--- config.mk ---
export PLATFORM = sky130hd
export DESIGN_NAME = face_frame_sequencer_flat
export DESIGN_NICKNAME = d
export VERILOG_FILES = /design/src/rtl/face_frame_sequencer_pkg.sv /design/src/rtl/face_frame_sequencer_if.sv /design/src/rtl/face_frame_sequencer_confirm_filter.sv /design/src/rtl/face_frame_sequencer.sv /design/src/flat_wrapper.sv
export SDC_FILE = /design/constraint.sdc
export NUM_CORES = 1
export LEC_CHECK = 0
export ABC_AREA = 1
export ABC_CLOCK_PERIOD_IN_PS = 1900
export BUFFER_PORTS_ARGS = -buffer_cell sky130_fd_sc_hd__buf_2
export CAP_MARGIN = 20
export CORE_AREA = 10 10 79 88
export CTS_CLUSTER_SIZE = 30
export DETAILED_ROUTE_END_ITERATION = 16
export DIE_AREA = 0 0 89 98
export PLACE_DENSITY = 0.62
export SLEW_MARGIN = 5
export SYNTH_ARGS = -nofsm -noshare
export SYNTH_HDL_FRONTEND = slang
export SYNTH_SLANG_ARGS = --single-unit
--- constraint.sdc ---
create_clock -name clk -period 1.9 [get_ports clk]
set_input_delay 0.38 -clock clk [delete_from_list [all_inputs] [get_ports clk]]
set_output_delay 0.38 -clock clk [all_outputs]
set_load 0.02 [all_outputs]
--- src/rtl/face_frame_sequencer_pkg.sv ---
// Shared definitions for the face frame sequencer.
//   face_t       : face codes understood by the pixel streamer
//   seq_state_t  : sequencer phases (prime the streamer, run, armed for a switch)
//   NUM_FACES    : number of valid face codes; codes at or above this are ignored
//   FRAME_PIXELS : pixels in one streamed frame
//   face_code_ok : true when a 2-bit code names a real face
package face_pkg;

    typedef enum logic [1:0] {
        FACE_HAPPY   = 2'd0,
        FACE_NEUTRAL = 2'd1,
        FACE_ANGRY   = 2'd2
    } face_t;

    typedef enum logic [1:0] {
        SEQ_PRIME = 2'd0,
        SEQ_RUN   = 2'd1,
        SEQ_ARMED = 2'd2
    } seq_state_t;

    localparam int NUM_FACES    = 3;
    localparam int FRAME_PIXELS = 320 * 240;

    function automatic logic face_code_ok(input logic [1:0] code);
        return int'(code) < NUM_FACES;
    endfunction

endpackage

--- src/rtl/face_frame_sequencer_if.sv ---
// Monitor tap on the streamer -> VGA sink Avalon-ST link.
//   st_valid : streamer output valid
//   st_ready : VGA sink ready
//   st_eop   : streamer endofpacket
// Handshake: a beat transfers on a clk edge where st_valid and st_ready are
// both high; a transferred beat with st_eop high ends the frame. The
// sequencer only observes these signals and never drives ready.
interface face_frame_sequencer_if;

    logic st_valid;
    logic st_ready;
    logic st_eop;

    // master: whoever owns the real link (streamer/sink, or a bench)
    modport master (output st_valid, output st_ready, output st_eop);
    // slave: the sequencer, monitor-only
    modport slave  (input  st_valid, input  st_ready, input  st_eop);

endinterface

--- src/rtl/face_frame_sequencer_confirm_filter.sv ---
// Candidate filter for noisy classifier results.
//   clk, reset_n : clock, synchronous active-low reset
//   req_valid    : classifier result strobe
//   req_face     : classifier face code (codes >= NUM_FACES are dropped)
//   cand_face    : current candidate face
//   confirmed    : candidate seen CONFIRM_COUNT times in a row (registered)
module face_confirm_filter
    import face_pkg::*;
#(
    parameter int DEFAULT_FACE  = 1,
    parameter int CONFIRM_COUNT = 4
) (
    input  logic       clk,
    input  logic       reset_n,
    input  logic       req_valid,
    input  logic [1:0] req_face,
    output logic [1:0] cand_face,
    output logic       confirmed
);

    localparam int CW = $clog2(CONFIRM_COUNT + 1);
    localparam logic [CW-1:0] CNT_FULL = CW'(CONFIRM_COUNT);

    logic [CW-1:0] cand_cnt;

    always_ff @(posedge clk) begin
        if (!reset_n) begin
            cand_face <= 2'(DEFAULT_FACE);
            cand_cnt  <= '0;
        end else if (req_valid && face_code_ok(req_face)) begin
            if (req_face == cand_face) begin
                // Saturate so a long steady run stays confirmed.
                if (cand_cnt != CNT_FULL) begin
                    cand_cnt <= cand_cnt + CW'(1);
                end
            end else begin
                cand_face <= req_face;
                cand_cnt  <= CW'(1);
            end
        end
    end

    assign confirmed = (cand_cnt == CNT_FULL);

endmodule

--- src/rtl/face_frame_sequencer.sv ---
// Drives face_select of the face-image pixel streamer.
// Confirmed classifier results (or operator forces) arm a switch; the switch
// commits only on an end-of-frame handshake so no frame mixes two images.
// A minimum number of shown frames gates non-forced switches. After reset the
// streamer is held in reset for PRIME_CYCLES cycles to prime its BRAM reads.
// Ports:
//   clk, reset_n   : clock, synchronous active-low reset
//   req_valid/face : classifier result
//   force_valid/face : operator override (bypasses confirm and hold gate)
//   st             : Avalon-ST monitor tap (slave modport)
//   face_select    : face code to the streamer
//   pixel_reset    : active-high streamer reset
//   pending        : a switch is waiting for end of frame
//   frame_count    : completed frames (wraps)
//   switch_count   : committed switches (wraps)
//   seq_state      : current sequencer state, for observation
module face_frame_sequencer
    import face_pkg::*;
#(
    parameter int DEFAULT_FACE    = 1,
    parameter int CONFIRM_COUNT   = 4,
    parameter int MIN_HOLD_FRAMES = 30,
    parameter int PRIME_CYCLES    = 2
) (
    input  logic                    clk,
    input  logic                    reset_n,
    input  logic                    req_valid,
    input  logic [1:0]              req_face,
    input  logic                    force_valid,
    input  logic [1:0]              force_face,
    face_frame_sequencer_if.slave   st,
    output logic [1:0]              face_select,
    output logic                    pixel_reset,
    output logic                    pending,
    output logic [15:0]             frame_count,
    output logic [7:0]              switch_count,
    output logic [1:0]              seq_state
);

    localparam logic [1:0] ST_PRIME = SEQ_PRIME;
    localparam logic [1:0] ST_RUN   = SEQ_RUN;
    localparam logic [1:0] ST_ARMED = SEQ_ARMED;

    localparam int HW = $clog2(MIN_HOLD_FRAMES + 1);
    localparam int PW = $clog2(PRIME_CYCLES + 1);
    localparam logic [HW-1:0] HOLD_FULL  = HW'(MIN_HOLD_FRAMES);
    localparam logic [PW-1:0] PRIME_LAST = PW'(PRIME_CYCLES - 1);

    logic [1:0]    state;
    logic [PW-1:0] prime_cnt;
    logic [HW-1:0] hold_frames;
    logic [1:0]    pending_face;
    logic          force_flag;
    logic [1:0]    cand_face;
    logic          confirmed;
    logic          eof;
    logic          force_ok;
    logic          hold_done;

    face_confirm_filter #(
        .DEFAULT_FACE  (DEFAULT_FACE),
        .CONFIRM_COUNT (CONFIRM_COUNT)
    ) u_filter (
        .clk       (clk),
        .reset_n   (reset_n),
        .req_valid (req_valid),
        .req_face  (req_face),
        .cand_face (cand_face),
        .confirmed (confirmed)
    );

    assign eof       = st.st_valid & st.st_ready & st.st_eop;
    // A force to the face already shown would be a no-op switch, so it is not armed.
    assign force_ok  = force_valid & face_code_ok(force_face) & (force_face != face_select);
    assign hold_done = (hold_frames == HOLD_FULL);

    always_ff @(posedge clk) begin
        if (!reset_n) begin
            state        <= ST_PRIME;
            prime_cnt    <= '0;
            face_select  <= 2'(DEFAULT_FACE);
            pending_face <= 2'(DEFAULT_FACE);
            force_flag   <= 1'b0;
            frame_count  <= '0;
            switch_count <= '0;
            // Start saturated so the very first switch is not held off.
            hold_frames  <= HOLD_FULL;
        end else begin
            // Frame accounting only once the streamer is out of reset.
            if (state != ST_PRIME && eof) begin
                frame_count <= frame_count + 16'd1;
                if (!hold_done) begin
                    hold_frames <= hold_frames + HW'(1);
                end
            end

            case (state)
                ST_PRIME: begin
                    prime_cnt <= prime_cnt + PW'(1);
                    if (prime_cnt == PRIME_LAST) begin
                        state <= ST_RUN;
                    end
                end

                ST_RUN: begin
                    // Force has priority over a same-cycle confirmation.
                    if (force_ok) begin
                        pending_face <= force_face;
                        force_flag   <= 1'b1;
                        state        <= ST_ARMED;
                    end else if (confirmed && cand_face != face_select && hold_done) begin
                        pending_face <= cand_face;
                        state        <= ST_ARMED;
                    end
                end

                ST_ARMED: begin
                    if (eof) begin
                        // Commit the registered choice; same-cycle requests are
                        // re-evaluated from RUN afterwards.
                        face_select  <= pending_face;
                        hold_frames  <= '0;
                        switch_count <= switch_count + 8'd1;
                        force_flag   <= 1'b0;
                        state        <= ST_RUN;
                    end else if (force_ok) begin
                        pending_face <= force_face;
                        force_flag   <= 1'b1;
                    end else if (confirmed && !force_flag) begin
                        if (cand_face != face_select) begin
                            pending_face <= cand_face;
                        end else begin
                            // Classifier settled back on the shown face: drop the switch.
                            state <= ST_RUN;
                        end
                    end
                end

                default: state <= ST_PRIME;
            endcase
        end
    end

    assign pixel_reset = (state == ST_PRIME);
    assign pending     = (state == ST_ARMED);
    assign seq_state   = state;

endmodule

--- src/flat_wrapper.sv ---
// flat-port wrapper written by rule: the top's interface ports become plain ports
module face_frame_sequencer_flat import face_pkg::*;
#(
    parameter int DEFAULT_FACE    = 1,
    parameter int CONFIRM_COUNT   = 4,
    parameter int MIN_HOLD_FRAMES = 30,
    parameter int PRIME_CYCLES    = 2
)
  (clk, reset_n, req_valid, req_face, force_valid, force_face, face_select, pixel_reset, pending, frame_count, switch_count, seq_state, st_st_valid, st_st_ready, st_st_eop);
  face_frame_sequencer_if st_i ();
  input  logic clk;
  input  logic reset_n;
  input  logic req_valid;
  input  logic [1:0] req_face;
  input  logic force_valid;
  input  logic [1:0] force_face;
  output logic [1:0] face_select;
  output logic pixel_reset;
  output logic pending;
  output logic [15:0] frame_count;
  output logic [7:0] switch_count;
  output logic [1:0] seq_state;
  input wire logic [$bits(st_i.st_valid)-1:0] st_st_valid;
  input wire logic [$bits(st_i.st_ready)-1:0] st_st_ready;
  input wire logic [$bits(st_i.st_eop)-1:0] st_st_eop;
  assign st_i.st_valid = st_st_valid;
  assign st_i.st_ready = st_st_ready;
  assign st_i.st_eop = st_st_eop;
  face_frame_sequencer #(.DEFAULT_FACE(DEFAULT_FACE), .CONFIRM_COUNT(CONFIRM_COUNT), .MIN_HOLD_FRAMES(MIN_HOLD_FRAMES), .PRIME_CYCLES(PRIME_CYCLES)) u_core (.clk(clk), .reset_n(reset_n), .req_valid(req_valid), .req_face(req_face), .force_valid(force_valid), .force_face(force_face), .st(st_i), .face_select(face_select), .pixel_reset(pixel_reset), .pending(pending), .frame_count(frame_count), .switch_count(switch_count), .seq_state(seq_state));
endmodule
### Yosys cells after proc, flatten, opt, wreduce, memory -nomap -nowiden

Index checks and enable logic that the tools add are counted.

* word-level logic and storage cells: 78
* bits of input ports: 11
* register bits: 43
* output and inout bits: 30

* equality and inequality tests: 18
* reductions and logical operators: 14
* add/subtract/negate cells: 5
* multiplexer cells: 24
* magnitude comparators: 2
* bitwise operators: 5

Operators with widths (number)
* $mux 2: 13
* $mux 5: 4
* $add 16x1->16 const B: 1
* $ne 3x1->1 const B: 4
* $reduce_and 5->1: 2
* $add 8x1->8 const B: 1
* $mux 3: 2
* $ne 3x2->1 const B: 2
* $pmux 2 s3: 1
* $reduce_and 2->1: 3
* $add 5x1->5 const B: 1
* $eq 5x5->1 const B: 1
* $logic_and 1x1->1: 5
* $and 1x1->1: 4
* $eq 2x1->1 const B: 2
* $lt 2x2->1 const B: 2
* $ne 2x1->1 const B: 2
* $ne 2x2->1: 2
* $pmux 2 s2: 1
* $reduce_bool 2->1: 2
* $add 3x1->3 const B: 1
* $eq 3x3->1 const B: 1
* $ne 3x3->1 const B: 1
* $add 2x1->2 const B: 1
* 8 further kinds: 9

### Longest topological paths before layout

Gate-level depths: netlist of the first run.

* word-level depth: 6
* depth in mapped cells: 12
* gate-level depth less buffers: 12

### Hierarchy

Synthesis of the first run repeated with hierarchy kept, for this count alone.

* cells, all modules: 342
* area total of the unflattened synthesis: 2391.0 um2

Modules (own cells, without submodules)
* face_frame_sequencer: cells an instance 293, times used 1, area each 2034.5 um2, sequential area each 760.7 um2
* face_confirm_filter: cells an instance 49, times used 1, area each 356.6 um2, sequential area each 100.1 um2

### Worst setup path after synthesis of the first run

No wires, ideal clock.

* path type: reg-to-reg
* start: register u_core.state[0] (netlist: u_core.seq_state[0])
* end: register u_core.frame_count[14]
* arrival: 1.646 ns
* cell stages (with the launch flop): 9
* setup time: 0.120 ns
* setup slack: 0.134 ns
* cells stage by stage: dfxtp_1 inv_1 ha_1 nor2_4 nand3_2 nor2_4 nand3_2 nor2_1 nor3b_2

* longest elaborated chain between the ends: 2

Ends and longest elaborated chain
* start: declaration: RTL line face_frame_sequencer.sv:49 `logic [1:0] state;`
* start signal: assignment: RTL line face_frame_sequencer.sv:79 `state <= ST_PRIME;`
* start signal: assignment: RTL line face_frame_sequencer.sv:101 `state <= ST_RUN;`
* start signal: assignment: RTL line face_frame_sequencer.sv:110 `state <= ST_ARMED;`
* $reduce_bool 2->1: RTL line face_frame_sequencer.sv:90 `if (state != ST_PRIME && eof) begin`
* $logic_and 1x1->1: RTL line face_frame_sequencer.sv:90
* end signal: assignment: RTL line face_frame_sequencer.sv:91 `frame_count <= frame_count + 16'd1;`
* end: declaration: RTL line face_frame_sequencer.sv:35 `output logic [15:0] frame_count,`

No other way between the ends.
A chain may end at the register's enable or synchronous reset.

### Worst setup path after layout of the first run

* start: register u_core.state[0] (netlist: u_core.seq_state[0])
* end: output port pixel_reset

* longest elaborated chain between the ends: 1

Ends and longest elaborated chain
* $logic_not 2->1: RTL line face_frame_sequencer.sv:144 `assign pixel_reset = (state == ST_PRIME);`
* end: declaration: RTL line flat_wrapper.sv:18 `output logic pixel_reset;`

No other way between the ends.

==> results.yml, run 1 <==
logic_synthesis:
  ys_async_sr_fraction: 0
  yosys_warnings: 0
  synth_fp_nets: 332
  syn_area_per_cell_um2: 7.32
  ys_seq_area_frac: 0.379
  syn_area_um2: 2270
  synth_seq_cells: 43
  yosysMostFrequentCell: "nand2_1"
  yosysUniqueCellTypes: 34
  synth_area_leader_cell: "dfxtp_1"
  netlist_instances: 310
  synth_edf_count: 0
  yosys-top-cells-area: "dfxtp_1 38%, nand2_1 11%, inv_1 6.6%, ha_1 6.1%, nor2_1 6.0%"
  synth_flop_cell: "dfxtp_1"
  yosysTopAreaCellShare: 0.379
  ys_top_cells_by_count: "68 x nand2_1, 43 x dfxtp_1, 40 x inv_1"
timing:
  tightest_slew_ns: 0.475
  setup_violations: 0
  final_max_slew_viol_count: 0
  fmax_ghz: 0.582
  grt_setup_unrepaired: "no"
  slew_headroom: 0.683
  tns_ns: 0
  final.setup_skew_ns: 0.00472
  hold_slack_ns: 0.350
  min_period_over_period: 0.904
  period_needed_ns: 1.72
  hold_viol: 0
die:
  initial_core_util: 0.435
  die_area_um2: 8720
  die_h_um: 98
  fp.dieW_um: 89
  io_pins: 41
  placementRows: 28
  core_um2: 5220
clock_network:
  cts_tree: "done"
  clkSinkCount: 43
  cts_buffers: 5
  worstSkewPairLatency_ns: 0.29
  clk_path_buf_depth: 2
  cts_max_level: 2
  clockRootBuffer: "clkbuf_8"
  clk_pin_slew_worst_paths_ns: 0.08
  cts_setup_buffers: 0
job:
  cap_viol_max_count: 0
worst_setup_path:
  critPathLaunchType: "flop"
  cp.required_ns: 1.52
  arrival_ns: 1.34
  crit_path_end_kind: "output pin"
  crit_type: "reg2out"
  path_max_fanout: 6
routing:
  viasPerCell: 4.87
  detail-route-antenna-nets: 0
  wl_per_cell_um: 11.7
  routed_wl_um: 4840
  vias: 2023
  dr.pass1.iters: 4
  drt_iter0_drc: 56
  route.detailed.drc: 0
cells_and_area:
  final_nets: 378
  diodes: 0
  drive_gt1_frac: 0.194
  area_growth_pct: 15.7
place:
  gp_congestion: 0.851
  port_buffers: 40
  dp.final_hpwl_um: 3760
power_and_ir_drop:
  powerDensity_nw_per_um2: 935
  vdd_drop_max_mv: 0.622
  cellLeakagePower_uw: 0.00120
grt:
  grt_pass1_wl_um: 8310
  antenna_found_initial: 0
  grt_pass1_vias: 1915
  grt.overflow.total: 0
  grt_max_degree: 26
  gr-usage-all-layers: 0.114
hold_path:
  hold_path.class: "in2reg"
status:
  status: "finished clean"
==> worst paths after layout <==
check,startpoint,end,slack (ns),cells after the start
setup / recovery,u_core.seq_state[0],pixel_reset,0.18,4
hold / removal,req_face[0],u_core.u_filter.cand_face[0],0.35,3
setup reg to reg,u_core.seq_state[0],u_core.frame_count[13],0.22,8
hold reg to reg,u_core.u_filter.cand_cnt[2],u_core.u_filter.cand_cnt[2],0.48,2
==> cell type report <==
type,instances,area (um^2)
clock buffer,6,72.6
tap,60,75.1
timing repair buffer,45,238
multi-input combinational,220,1220
inverter,41,154
sequential,43,861
fill,508,2590
==> state kept, by name, indices dropped and copies added, names as in the netlist <==
register,flops
u_core.frame_count,16
u_core.switch_count,8
u_core.hold_frames,5
u_core.u_filter.cand_cnt,3
u_core.face_select,2
u_core.pending_face,2
u_core.prime_cnt,2
u_core.seq_state,2
u_core.u_filter.cand_face,2
u_core.force_flag,1
==> routing by layer <==
| metal | vias to the layer above | wire, um | global-route usage |
|---|---|---|---|
| li1 | 1096 | - | - |
| met1 | 885 | 2250 | 0.129 |
| met2 | 37 | 2280 | 0.200 |
| met3 | 5 | 273 | 0.0374 |
| met4 | 0 | 37 | 0.0221 |
| met5 | - | 0 | 0 |
==> report_power, final <==
| part | total (uW) | internal (uW) | switching [uW] |
|---|---|---|---|
| registers | 1070 | 998 | 69.6 |
| clock network | 540 | 246 | 294 |
| logic | 847 | 326 | 521 |
==> per-stage QoR <==
step	power [uW]	setup slack, ns	instance area, um^2	cells	util
after floorplan	1720	0.134	2270	310	-
after global placement	1940	0.258	2550	409	0.488
after detailed placement	1940	0.181	2550	409	0.488
after CTS	2490	0.165	2620	415	0.502
after global routing	2660	0.0245	2630	415	0.503
final	2450	0.182	2630	415	0.503
==> cell usage in the layout (no fill, tap or decap) <==
| cell | synthesis | layout |
|---|---|---|
| a21boi_0 | 1 | 1 |
| a21oi_1 | 23 | 23 |
| a31oi_1 | 1 | 1 |
| and3_1 | 1 | 1 |
| buf_2 | 2 | 40 |
| buf_4 | 0 | 5 |
| clkbuf_1 | 3 | 1 |
| clkbuf_8 | 0 | 5 |
| dfxtp_1 | 43 | 43 |
| ha_1 | 11 | 10 |
| ha_2 | 0 | 1 |
| inv_1 | 40 | 40 |
| inv_2 | 1 | 1 |
| nand2_1 | 68 | 68 |
| nand2_2 | 1 | 1 |
| nand3_1 | 14 | 14 |
| nand3_2 | 4 | 4 |
| nand4_1 | 4 | 4 |
| nand4_2 | 2 | 2 |
| nand4_4 | 1 | 1 |
| nor2_1 | 36 | 36 |
| nor2_2 | 2 | 2 |
| nor2_4 | 3 | 3 |
| nor3_1 | 5 | 5 |
| nor3_2 | 3 | 3 |
| nor3b_1 | 2 | 2 |
| nor3b_2 | 1 | 1 |
| nor4_1 | 1 | 1 |
| o211a_1 | 1 | 1 |
| o211ai_1 | 2 | 2 |
| o21a_1 | 1 | 1 |
| o21ai_0 | 19 | 19 |
| o221ai_1 | 2 | 2 |
| o22ai_1 | 2 | 2 |
| xnor2_1 | 6 | 6 |
| xor2_1 | 3 | 3 |
==> worst max-delay path, cell delays in order, from the launching register on <==
cell     delay [ns]
dfxtp_1        0.38
inv_1          0.10
ha_1           0.24
buf_4          0.17
buf_2          0.16
==> logic make-up after synthesis <==
group           share of synthesized area
xor+xnor                           0.0347
buf+inv                            0.0821
flops                               0.379
fa+ha+maj                          0.0606
compound gates                      0.126
simple gates                        0.317
==> what timing repair did <==
action,CTS,global route
endpoints found under the setup margin,0,1
hold buffers,0,0
resized for setup,0,1
Power figures use the tool's default switching activity.
==> run 2, diff against run 1 <==
Settings changed: CORE_AREA 10 10 79 88 to 2 2 71 80, DIE_AREA 0 0 89 98 to 0 0 73 82.
==> run 2 against run 1 <==
Routed wire length is 2.5% lower. Combinational power rose by 0.7%. Die area is 31% lower. Critical path type unchanged. Largest cell class unchanged. Highest routed layer unchanged.
==> results.yml, run 2 (synthesis gave the netlist of run 1 again) <==
status:
  status: "finished clean"
timing:
  tns_ns: 0
  tightest_slew_ns: 0.472
  final_max_slew_viol_count: 0
  grt_setup_unrepaired: "no"
  worst_slack_ns: 0.189
  min_period_over_period: 0.901
  period_needed_ns: 1.71
  fmax_ghz: 0.584
  hold_slack_ns: 0.344
  final.setup_skew_ns: 0.00522
  slew_headroom: 0.685
  setup_violations: 0
  hold_viol: 0
cells_and_area:
  multi_input_area_um2: 1220
  utilization: 0.502
  largest_register_ffs: 16
  mostFrequentLayoutCells: "68 x nand2_1, 43 x dfxtp_1, 40 x inv_1, 40 x buf_2, 36 x nor2_1"
  final_common_cell: "nand2_1"
  drive_gt1_frac: 0.192
  area_growth_pct: 15.5
  reg_top3: "u_core.frame_count x16, u_core.switch_count x8, u_core.hold_frames x5"
  fillers: 525
  final_nets: 378
  top_register: "u_core.frame_count"
  seqCellArea_um2: 861
  diodes: 0
routing:
  drt_iter0_drc: 109
  wl_per_cell_um: 11.4
  route.detailed.drc: 0
  vias: 2085
  viasPerCell: 5.02
  routed_wl_um: 4720
  dr.pass1.iters: 6
  detail-route-antenna-nets: 0
clock_network:
  cts_buffers: 5
  clk_path_buf_depth: 2
  cts_repair_resize_count: 0
  cts_tree: "done"
  clkSinkCount: 43
  clockRootBuffer: "clkbuf_8"
  cts_max_level: 2
  clk_pin_slew_worst_paths_ns: 0.08
  cts_setup_buffers: 0
  cts_hold_buf: 0
  worstSkewPairLatency_ns: 0.30
worst_setup_path:
  cpPeakStageDelay_ns: 0.37
  crit_chain: "inv_1 > ha_1 > buf_4 > buf_2"
  crit_type: "reg2out"
  arrival_ns: 1.33
  crit_path_end_kind: "output pin"
  slowest_stage: "dfxtp_1"
  path_max_fanout: 6
  critPathLaunchType: "flop"
  cp.required_ns: 1.52
grt:
  gr-usage-all-layers: 0.169
  grt_pass1_wl_um: 7970
  antenna_found_initial: 0
  grt_max_degree: 33
  grt.overflow.total: 0
  grt_pass1_vias: 1905
die:
  die_h_um: 82
  placementRows: 28
  io_pins: 41
  die_area_um2: 5990
  initial_core_util: 0.435
  core_um2: 5220
  fp.dieW_um: 73
power_and_ir_drop:
  powerDensity_nw_per_um2: 940
  power_uw: 2460
  cellLeakagePower_uw: 0.00121
  vdd_drop_max_mv: 0.615
place:
  dp.final_hpwl_um: 3510
  preCtsSetupSlack_ns: 0.210
  port_buffers: 40
  gp_congestion: 0.808
job:
  cap_viol_max_count: 0
hold_path:
  hold_path.class: "in2reg"
## run 2: final timing paths
path	depth (start not counted)	endpoint	from	slack [ns]
min reg2reg	2	u_core.u_filter.cand_cnt[2]	u_core.u_filter.cand_cnt[2]	0.47
min	3	u_core.u_filter.cand_face[0]	req_face[0]	0.34
max reg2reg	8	u_core.frame_count[14]	u_core.seq_state[0]	0.21
max	4	pixel_reset	u_core.seq_state[0]	0.19
## run 2: worst max-delay path: cells and delay by family (launching register included)
kind       cells  cell delay (ns)
buf+inv        3             0.41
fa+ha+maj      1             0.24
flops          1             0.37
## run 2: layout make-up
| cell class | instances | area share |
|---|---|---|
| Clock buffer | 6 | 0.0277 |
| Inverter | 41 | 0.0587 |
| Multi-Input combinational cell | 220 | 0.466 |
| Sequential cell | 43 | 0.328 |
| Tap cell | 60 | 0.0286 |
| Timing Repair Buffer | 45 | 0.0906 |
## run 2: report_power, final
part	internal [uW]	switching [uW]	leakage, uW
logic	335	519	0.000819
clock network	245	301	0.0000371
registers	999	67.0	0.000349
## run 2: through the flow
step | instance area (um^2) | cells
after detailed placement | 2550 | 409
after floorplan | 2270 | 310
after global placement | 2550 | 409
after CTS | 2620 | 415
after global routing | 2620 | 415
final | 2620 | 415
## run 2: per-layer routing
metal	up-vias	GRT usage	wire length, um
li1	1094	-	-
met1	934	0.206	2060
met2	50	0.284	2300
met3	7	0.0380	268
met4	0	0.0722	83
met5	-	0	0
